$ cat src/rtl/dsp_wb_regfile_if.sv
// Wishbone B4 classic bus bundle for the DSP register file.
//   master modport: drives address/data/select/we/cyc/stb/cti/bte, receives
//                   read data and the ack/err/rty terminations.
//   slave modport : the mirror image, used by dsp_wb_regfile.
interface dsp_wb_regfile_if #(
  parameter int aw = 32,
  parameter int dw = 32
);
  logic [aw-1:0] wb_adr_i;
  logic [dw-1:0] wb_dat_i;
  logic [3:0]    wb_sel_i;
  logic          wb_we_i;
  logic          wb_cyc_i;
  logic          wb_stb_i;
  logic [2:0]    wb_cti_i;
  logic [1:0]    wb_bte_i;
  logic [dw-1:0] wb_dat_o;
  logic          wb_ack_o;
  logic          wb_err_o;
  logic          wb_rty_o;

  modport master (
    output wb_adr_i, wb_dat_i, wb_sel_i, wb_we_i, wb_cyc_i, wb_stb_i,
           wb_cti_i, wb_bte_i,
    input  wb_dat_o, wb_ack_o, wb_err_o, wb_rty_o
  );

  modport slave (
    input  wb_adr_i, wb_dat_i, wb_sel_i, wb_we_i, wb_cyc_i, wb_stb_i,
           wb_cti_i, wb_bte_i,
    output wb_dat_o, wb_ack_o, wb_err_o, wb_rty_o
  );
endinterface

$ cat src/rtl/dsp_wb_regfile.sv
// DSP block register file: Wishbone B4 classic slave with CTRL, STATUS,
// a sample FIFO drained by the bus, THRESH and CHANNELS coefficient registers.
// Ports:
//   wb_clk, wb_rst  clock, asynchronous active-high reset
//   wb              Wishbone slave (dsp_wb_regfile_if.slave)
//   smp_valid_i/smp_data_i  sample push from the DSP datapath
//   dsp_en_o        CTRL.enable
//   coef_o          coefficient n at bits [n*dw +: dw]
//   irq_o           registered level interrupt
// Map (byte offsets): 0x00 CTRL, 0x04 STATUS, 0x08 FIFO, 0x0C THRESH,
// 0x10+4n COEF[n]. Every access terminates one cycle after it is accepted.

// One coefficient register with per-byte write enables.
module dsp_wb_regfile_coef #(
  parameter int dw = 32
) (
  input  logic          clk,
  input  logic          rst,
  input  logic          we,
  input  logic [3:0]    sel,
  input  logic [dw-1:0] d,
  output logic [dw-1:0] q
);
  for (genvar b = 0; b < 4; b++) begin : g_lane
    always_ff @(posedge clk or posedge rst) begin
      if (rst)                q[b*8 +: 8] <= '0;
      else if (we && sel[b])  q[b*8 +: 8] <= d[b*8 +: 8];
    end
  end
endmodule

module dsp_wb_regfile #(
  parameter int dw         = 32,
  parameter int aw         = 32,
  parameter int CHANNELS   = 4,
  parameter int FIFO_DEPTH = 16,
  parameter int DEBUG      = 0
) (
  input  logic                     wb_clk,
  input  logic                     wb_rst,
  dsp_wb_regfile_if.slave          wb,
  input  logic                     smp_valid_i,
  input  logic [dw-1:0]            smp_data_i,
  output logic                     dsp_en_o,
  output logic [CHANNELS*dw-1:0]   coef_o,
  output logic                     irq_o
);
  localparam int PW = $clog2(FIFO_DEPTH);
  localparam int LW = PW + 1;

  // Elaboration-time parameter sanity. DEBUG only selects simulation-side
  // tracing, which lives outside this synthesizable file.
  if (dw != 32) begin : g_bad_dw
    $error("dsp_wb_regfile: dw must be 32");
  end
  if (aw < 8) begin : g_bad_aw
    $error("dsp_wb_regfile: aw must be at least 8");
  end
  if (CHANNELS < 1 || CHANNELS > 44) begin : g_bad_ch
    $error("dsp_wb_regfile: CHANNELS must be 1..44");
  end
  if (FIFO_DEPTH < 2 || FIFO_DEPTH > 256 || (1 << PW) != FIFO_DEPTH) begin : g_bad_depth
    $error("dsp_wb_regfile: FIFO_DEPTH must be a power of two in 2..256");
  end
  if (DEBUG != 0 && DEBUG != 1) begin : g_bad_dbg
    $error("dsp_wb_regfile: DEBUG must be 0 or 1");
  end

  // Register state
  logic                         ctrl_en, irq_en, ovf;
  logic [7:0]                   thresh;
  logic [PW-1:0]                wp, rp;
  logic [LW-1:0]                level;
  logic [dw-1:0]                mem [FIFO_DEPTH];
  logic [CHANNELS-1:0][dw-1:0]  coef_q;

  // Decode
  logic [5:0]  off;
  logic        req, is_ctrl, is_stat, is_fifo, is_thr, is_coef, mapped;
  logic        empty, full;
  logic        t_ack, t_err, t_rty;
  logic        wr, rd, pop, clr, push, push_ok;
  logic [7:0]  lvl8;
  logic [dw-1:0] rdata;

  assign off     = wb.wb_adr_i[7:2];
  // A new request is only seen once the previous termination has dropped.
  assign req     = wb.wb_cyc_i & wb.wb_stb_i & ~(wb.wb_ack_o | wb.wb_err_o | wb.wb_rty_o);
  assign is_ctrl = (off == 6'd0);
  assign is_stat = (off == 6'd1);
  assign is_fifo = (off == 6'd2);
  assign is_thr  = (off == 6'd3);
  assign is_coef = (off >= 6'd4) && (off < 6'(4 + CHANNELS));
  assign mapped  = is_ctrl | is_stat | is_fifo | is_thr | is_coef;
  assign empty   = (level == '0);
  assign full    = (level == LW'(FIFO_DEPTH));
  // With FIFO_DEPTH=256 the 9-bit level does not fit the 8-bit field; full flags that case.
  assign lvl8    = 8'(level);

  always_comb begin
    t_ack = 1'b0;
    t_err = 1'b0;
    t_rty = 1'b0;
    if (!mapped || wb.wb_sel_i == 4'b0 || (wb.wb_we_i && is_fifo)) t_err = 1'b1;
    else if (!wb.wb_we_i && is_fifo && empty)                       t_rty = 1'b1;
    else                                                            t_ack = 1'b1;
  end

  // All side effects happen on the edge that accepts the request.
  assign wr      = req & t_ack & wb.wb_we_i;
  assign rd      = req & t_ack & ~wb.wb_we_i;
  assign pop     = rd & is_fifo;
  assign clr     = wr & is_ctrl & wb.wb_sel_i[0] & wb.wb_dat_i[1];
  assign push    = smp_valid_i & ctrl_en;
  // A full FIFO still accepts a push when a pop frees a slot on the same edge.
  assign push_ok = push & ~clr & (~full | pop);

  always_comb begin
    rdata = '0;
    if (is_ctrl)      rdata = {29'b0, irq_en, 1'b0, ctrl_en};
    else if (is_stat) rdata = {16'b0, lvl8, 5'b0, ovf, full, empty};
    else if (is_fifo) rdata = mem[rp];
    else if (is_thr)  rdata = {24'b0, thresh};
    else begin
      for (int n = 0; n < CHANNELS; n++)
        if (off == 6'(4 + n)) rdata = coef_q[n];
    end
  end

  // Bus terminations and registered read data
  always_ff @(posedge wb_clk or posedge wb_rst) begin
    if (wb_rst) begin
      wb.wb_ack_o <= 1'b0;
      wb.wb_err_o <= 1'b0;
      wb.wb_rty_o <= 1'b0;
      wb.wb_dat_o <= '0;
    end else begin
      wb.wb_ack_o <= req & t_ack;
      wb.wb_err_o <= req & t_err;
      wb.wb_rty_o <= req & t_rty;
      wb.wb_dat_o <= rd ? rdata : '0;
    end
  end

  // CTRL / THRESH (only byte 0 carries bits)
  always_ff @(posedge wb_clk or posedge wb_rst) begin
    if (wb_rst) begin
      ctrl_en <= 1'b0;
      irq_en  <= 1'b0;
      thresh  <= '0;
    end else if (wr && wb.wb_sel_i[0]) begin
      if (is_ctrl) begin
        ctrl_en <= wb.wb_dat_i[0];
        irq_en  <= wb.wb_dat_i[2];
      end
      if (is_thr) thresh <= wb.wb_dat_i[7:0];
    end
  end

  // FIFO pointers, level and sticky overflow
  always_ff @(posedge wb_clk or posedge wb_rst) begin
    if (wb_rst) begin
      wp    <= '0;
      rp    <= '0;
      level <= '0;
      ovf   <= 1'b0;
    end else begin
      if (clr) begin
        wp    <= '0;
        rp    <= '0;
        level <= '0;
      end else begin
        if (push_ok) wp <= wp + PW'(1);
        if (pop)     rp <= rp + PW'(1);
        case ({push_ok, pop})
          2'b10:   level <= level + LW'(1);
          2'b01:   level <= level - LW'(1);
          default: ;
        endcase
      end
      // A fresh overflow wins over a simultaneous W1C.
      if (push && !clr && full && !pop)                         ovf <= 1'b1;
      else if (wr && is_stat && wb.wb_sel_i[0] && wb.wb_dat_i[2]) ovf <= 1'b0;
    end
  end

  always_ff @(posedge wb_clk) begin
    if (push_ok) mem[wp] <= smp_data_i;
  end

  // Coefficient bank
  for (genvar n = 0; n < CHANNELS; n++) begin : g_coef
    dsp_wb_regfile_coef #(.dw(dw)) u_coef (
      .clk (wb_clk),
      .rst (wb_rst),
      .we  (wr && off == 6'(4 + n)),
      .sel (wb.wb_sel_i),
      .d   (wb.wb_dat_i),
      .q   (coef_q[n])
    );
  end
  assign coef_o   = coef_q;
  assign dsp_en_o = ctrl_en;

  // Interrupt
  always_ff @(posedge wb_clk or posedge wb_rst) begin
    if (wb_rst) irq_o <= 1'b0;
    else        irq_o <= irq_en & (((thresh != 8'd0) && (9'(level) >= {1'b0, thresh})) | ovf);
  end
endmodule
$ cat src/flat_wrapper.sv
// flat-port wrapper written by rule: the top's interface ports become plain ports
module dsp_wb_regfile_flat 
#(
  parameter int dw         = 32,
  parameter int aw         = 32,
  parameter int CHANNELS   = 4,
  parameter int FIFO_DEPTH = 16,
  parameter int DEBUG      = 0
)
  (wb_clk, wb_rst, smp_valid_i, smp_data_i, dsp_en_o, coef_o, irq_o, wb_wb_adr_i, wb_wb_dat_i, wb_wb_sel_i, wb_wb_we_i, wb_wb_cyc_i, wb_wb_stb_i, wb_wb_cti_i, wb_wb_bte_i, wb_wb_dat_o, wb_wb_ack_o, wb_wb_err_o, wb_wb_rty_o);
  dsp_wb_regfile_if #(.aw(aw), .dw(dw)) wb_i ();
  input  logic wb_clk;
  input  logic wb_rst;
  input  logic smp_valid_i;
  input  logic [dw-1:0] smp_data_i;
  output logic dsp_en_o;
  output logic [CHANNELS*dw-1:0] coef_o;
  output logic irq_o;
  input wire logic [$bits(wb_i.wb_adr_i)-1:0] wb_wb_adr_i;
  input wire logic [$bits(wb_i.wb_dat_i)-1:0] wb_wb_dat_i;
  input wire logic [$bits(wb_i.wb_sel_i)-1:0] wb_wb_sel_i;
  input wire logic [$bits(wb_i.wb_we_i)-1:0] wb_wb_we_i;
  input wire logic [$bits(wb_i.wb_cyc_i)-1:0] wb_wb_cyc_i;
  input wire logic [$bits(wb_i.wb_stb_i)-1:0] wb_wb_stb_i;
  input wire logic [$bits(wb_i.wb_cti_i)-1:0] wb_wb_cti_i;
  input wire logic [$bits(wb_i.wb_bte_i)-1:0] wb_wb_bte_i;
  output wire logic [$bits(wb_i.wb_dat_o)-1:0] wb_wb_dat_o;
  output wire logic [$bits(wb_i.wb_ack_o)-1:0] wb_wb_ack_o;
  output wire logic [$bits(wb_i.wb_err_o)-1:0] wb_wb_err_o;
  output wire logic [$bits(wb_i.wb_rty_o)-1:0] wb_wb_rty_o;
  assign wb_i.wb_adr_i = wb_wb_adr_i;
  assign wb_i.wb_dat_i = wb_wb_dat_i;
  assign wb_i.wb_sel_i = wb_wb_sel_i;
  assign wb_i.wb_we_i = wb_wb_we_i;
  assign wb_i.wb_cyc_i = wb_wb_cyc_i;
  assign wb_i.wb_stb_i = wb_wb_stb_i;
  assign wb_i.wb_cti_i = wb_wb_cti_i;
  assign wb_i.wb_bte_i = wb_wb_bte_i;
  assign wb_wb_dat_o = wb_i.wb_dat_o;
  assign wb_wb_ack_o = wb_i.wb_ack_o;
  assign wb_wb_err_o = wb_i.wb_err_o;
  assign wb_wb_rty_o = wb_i.wb_rty_o;
  dsp_wb_regfile #(.dw(dw), .aw(aw), .CHANNELS(CHANNELS), .FIFO_DEPTH(FIFO_DEPTH), .DEBUG(DEBUG)) u_core (.wb_clk(wb_clk), .wb_rst(wb_rst), .wb(wb_i), .smp_valid_i(smp_valid_i), .smp_data_i(smp_data_i), .dsp_en_o(dsp_en_o), .coef_o(coef_o), .irq_o(irq_o));
endmodule
$ cat config.mk
export PLATFORM = sky130hd
export DESIGN_NAME = dsp_wb_regfile_flat
export DESIGN_NICKNAME = d
export VERILOG_FILES = /design/src/rtl/dsp_wb_regfile_if.sv /design/src/rtl/dsp_wb_regfile.sv /design/src/flat_wrapper.sv
export SDC_FILE = /design/constraint.sdc
export NUM_CORES = 1
export LEC_CHECK = 0
export BUFFER_PORTS_ARGS = -buffer_cell sky130_fd_sc_hd__buf_2
export CORE_MARGIN = 1.5
export CORE_UTILIZATION = 60
export CTS_CLUSTER_DIAMETER = 50
export DETAILED_ROUTE_END_ITERATION = 16
export PLACE_DENSITY = 0.8
export SETUP_SLACK_MARGIN = 0.5
export SLEW_MARGIN = 20
export SYNTH_ARGS = -nofsm -noshare
export SYNTH_HDL_FRONTEND = slang
export SYNTH_SLANG_ARGS = --single-unit
$ cat constraint.sdc
create_clock -name wb_clk -period 17.1 [get_ports wb_clk]
set_input_delay 0.855 -clock wb_clk [delete_from_list [all_inputs] [get_ports wb_clk]]
set_output_delay 0.855 -clock wb_clk [all_outputs]
set_load 0.02 [all_outputs]
==> run summary <==
Outcome: finished clean
Io pins: 276
Final worst-path cycle share: 27.22%
Share of the synthesized area in the top cell type: 54.73%
Drt wl/cell: 29.06 um
DIE WIDTH: 219.4 um
Core area: 46360 um^2
Fin crit period: 4654 ps
FP Rows: 79
Chip height: 219.4 um
Post-synthesis cell type count: 49
Hpwl dp: 39240 um
Antenna Nets Post-Route: 0
Total CTS buffers: 69
RSZ-0062 raised after global routing: false
CP Data Required Time: 17350 ps
Post-CTS Setup Bufs: 0
Peak supply drop: 0.00008812 V
H-tree depth: 3
Iter 0 DRT Violations: 1973
Max cap viols: 0
Async SR Flop Fraction: 26.86%
Synth Flop Type: edfxtp_1
Root buffer cell: clkbuf_16
Total GRT Usage: 29.18%
CP endpoint kind: flip-flop
Top cells by area, synth: edfxtp_1 (55%), dfrtp_1 (17%), mux4_2 (13%), mux2_2 (5.7%), nor2_1 (1.2%)
PortBufs: 244
Slew @ Worst Pin: 1096 ps
# DRC: 0
Detailed Routing Iterations Pass 1: 6
Mapped Avg Cell Area: 19.04 um^2
Mapped Area: 28090 um^2
EDFF count, synth: 512
Final setup viols: 0
PostCTS Resize Cnt: 0
Setup ws final: 12450 ps
Worst skew pair latency: 610 ps
DR vias/cell: 6.514
Hold Buf Count CTS: 0
Fmax: 214.9 MHz
TritonCTS clock tree: done
Register bit total from synthesis: 700
Sequential-to-total area share from yosys stat: 71.48%
CP startpoint kind: input pin
Fin Clk Skew: 21.49 ps
Nets: 1860
Total wire length: 69660 um
Largest net degree at the start of global routing: 111
Pwr dens: 104.2 nW/um^2
Fin Setup TNS: 0 ps
CP Max Fanout: 57
CTS sink cnt: 700
Layout cells sized above 1: 39.59%
RD Place Congestion: 0.8782
Lkg Pwr: 12.10 nW
Initial antenna violation count: 7
Critical Path AT: 4910 ps
HP Class: input pin to async pin
GRT overflow: 0
Syn Nets: 1597
Worst slew margin: 26.93%
Layout area overhead: 14.57%
WS Path Type: input pin to flip-flop
Global-route wire length before repair: 100400 um
Die Area: 48120 um^2
Vias: 15610
Vias in the first global route: 15600
Cell taking the most area after synthesis: edfxtp_1
Place WS: 11930 ps
Pins Over Slew Limit: 0
Final hold vios: 0
Clk slew on worst S/H paths: 60 ps
Maximum clock insertion buffer count: 3
Synthesized instance count: 1475
Synth warnings: 0
Starting density of the core: 60.59%
-- synthesized netlist by cell type, types with 7 or more instances --
master and n:
a21oi_1 42, a221oi_1 24, and2_1 11, and3_1 7
buf_1 12, buf_2 20, clkbuf_1 40, dfrtp_1 188
edfxtp_1 512, ha_1 11, inv_1 14, mux2_2 141
mux2i_1 25, mux4_2 167, nand2_1 55, nand3_1 8
nor2_1 90, nor3_1 11, nor4_1 8, o21ai_0 15
-- routing by layer --
layer	global-route usage, %	part of all wire, %
met2	47.41	50
met3	5.904	9.1
met4	11.19	2.9
met1	39.36	38
met5	0	0.023
-- kinds of logic (layout without fill, tap and decap cells) --
group           Yosys count  in the layout  share of synthesized area (%)
mux                     333            333                          19.93
xor+xnor                  6              6                         0.1871
fa+ha+maj                11             11                         0.4900
other cells               0              4                              0
simple gates            228            228                          3.951
compound gates          102            102                          2.410
flops                   700            700                          71.48
buf+inv                  95            406                          1.546
-- cell usage in the layout, fill, tap and decap left out, types with 15 or more instances in the layout --
cell type	n
edfxtp_1	512
buf_2	244
dfrtp_1	184
mux4_2	167
mux2_2	141
nor2_1	84
clkbuf_16	72
nand2_1	55
a21oi_1	42
buf_4	27
mux2i_1	25
a221oi_1	24
clkbuf_1	17
o21ai_0	15
-- power breakdown --
part | switching [W] | internal [W] | leakage (nW)
combinational | 0.0000506 | 0.0000167 | 3.85
sequential | 0.00000165 | 0.00183 | 7.20
clock | 0.000623 | 0.000835 | 1.05
-- state kept, by name, summed over array words and instances, names as in the netlist --
signal and flops:
u_core.mem 512, u_core.irq_o 1, u_core.wb.wb_err_o 1, u_core.ovf 1
u_core.irq_en 1, u_core.wb.wb_ack_o 1, u_core.dsp_en_o 1, u_core.wb.wb_dat_o 32
u_core.level 5, u_core.wp 4, u_core.g_coef.u_coef.q 128, u_core.rp 4
u_core.thresh 8, u_core.wb.wb_rty_o 1
-- worst paths after layout --
check	to	slack, ps	depth (start not counted)	from
setup / recovery	u_core.mem[8][28]	12450	9	wb_wb_adr_i[3]
hold / removal	u_core.wb.wb_dat_o[18]	400	2	wb_rst
setup reg to reg	u_core.wb.wb_dat_o[21]	12620	6	u_core.rp[0]
hold reg to reg	u_core.g_coef[0].u_coef.q[10]	520	1	u_core.g_coef[0].u_coef.q[10]
max in group asynchronous	u_core.wb.wb_dat_o[4]	15490	4	wb_rst
min in group wb_clk	u_core.g_coef[0].u_coef.q[10]	520	1	u_core.g_coef[0].u_coef.q[10]
-- cell type report --
type	instances	area, um^2
multi-input combinational	680	7661
sequential	700	20090
timing repair buffer	272	1451
clock buffer	93	1921
antenna	4	10.01
inverter	15	63.81
tap	607	759.5
fill	2820	14180
clock inverter	26	226.5
-- per-stage QoR --
stage	utilization [%]	power, W	cells	cell area [um^2]	hold WS [ps]
2_1_floorplan	-	0.001891	1475	28090	492.7
3_3_place_gp	64.69	0.001925	2273	29990	505.6
3_5_place_dp	64.69	0.001928	2273	29990	514.4
4_1_cts	69.32	0.003368	2392	32130	419.9
5_1_grt	69.42	0.003434	2397	32180	472.4
6_report	69.42	0.003353	2397	32180	402.1
-- worst max-delay path: stages --
cell	delay [ps]
buf_2	70
buf_4	670
nor3b_2	520
nand2_1	370
o31ai_4	380
nand3_1	380
nor3b_1	530
and2_2	600
buf_4	490
Note: power is estimated with default switching activity, not from simulation.
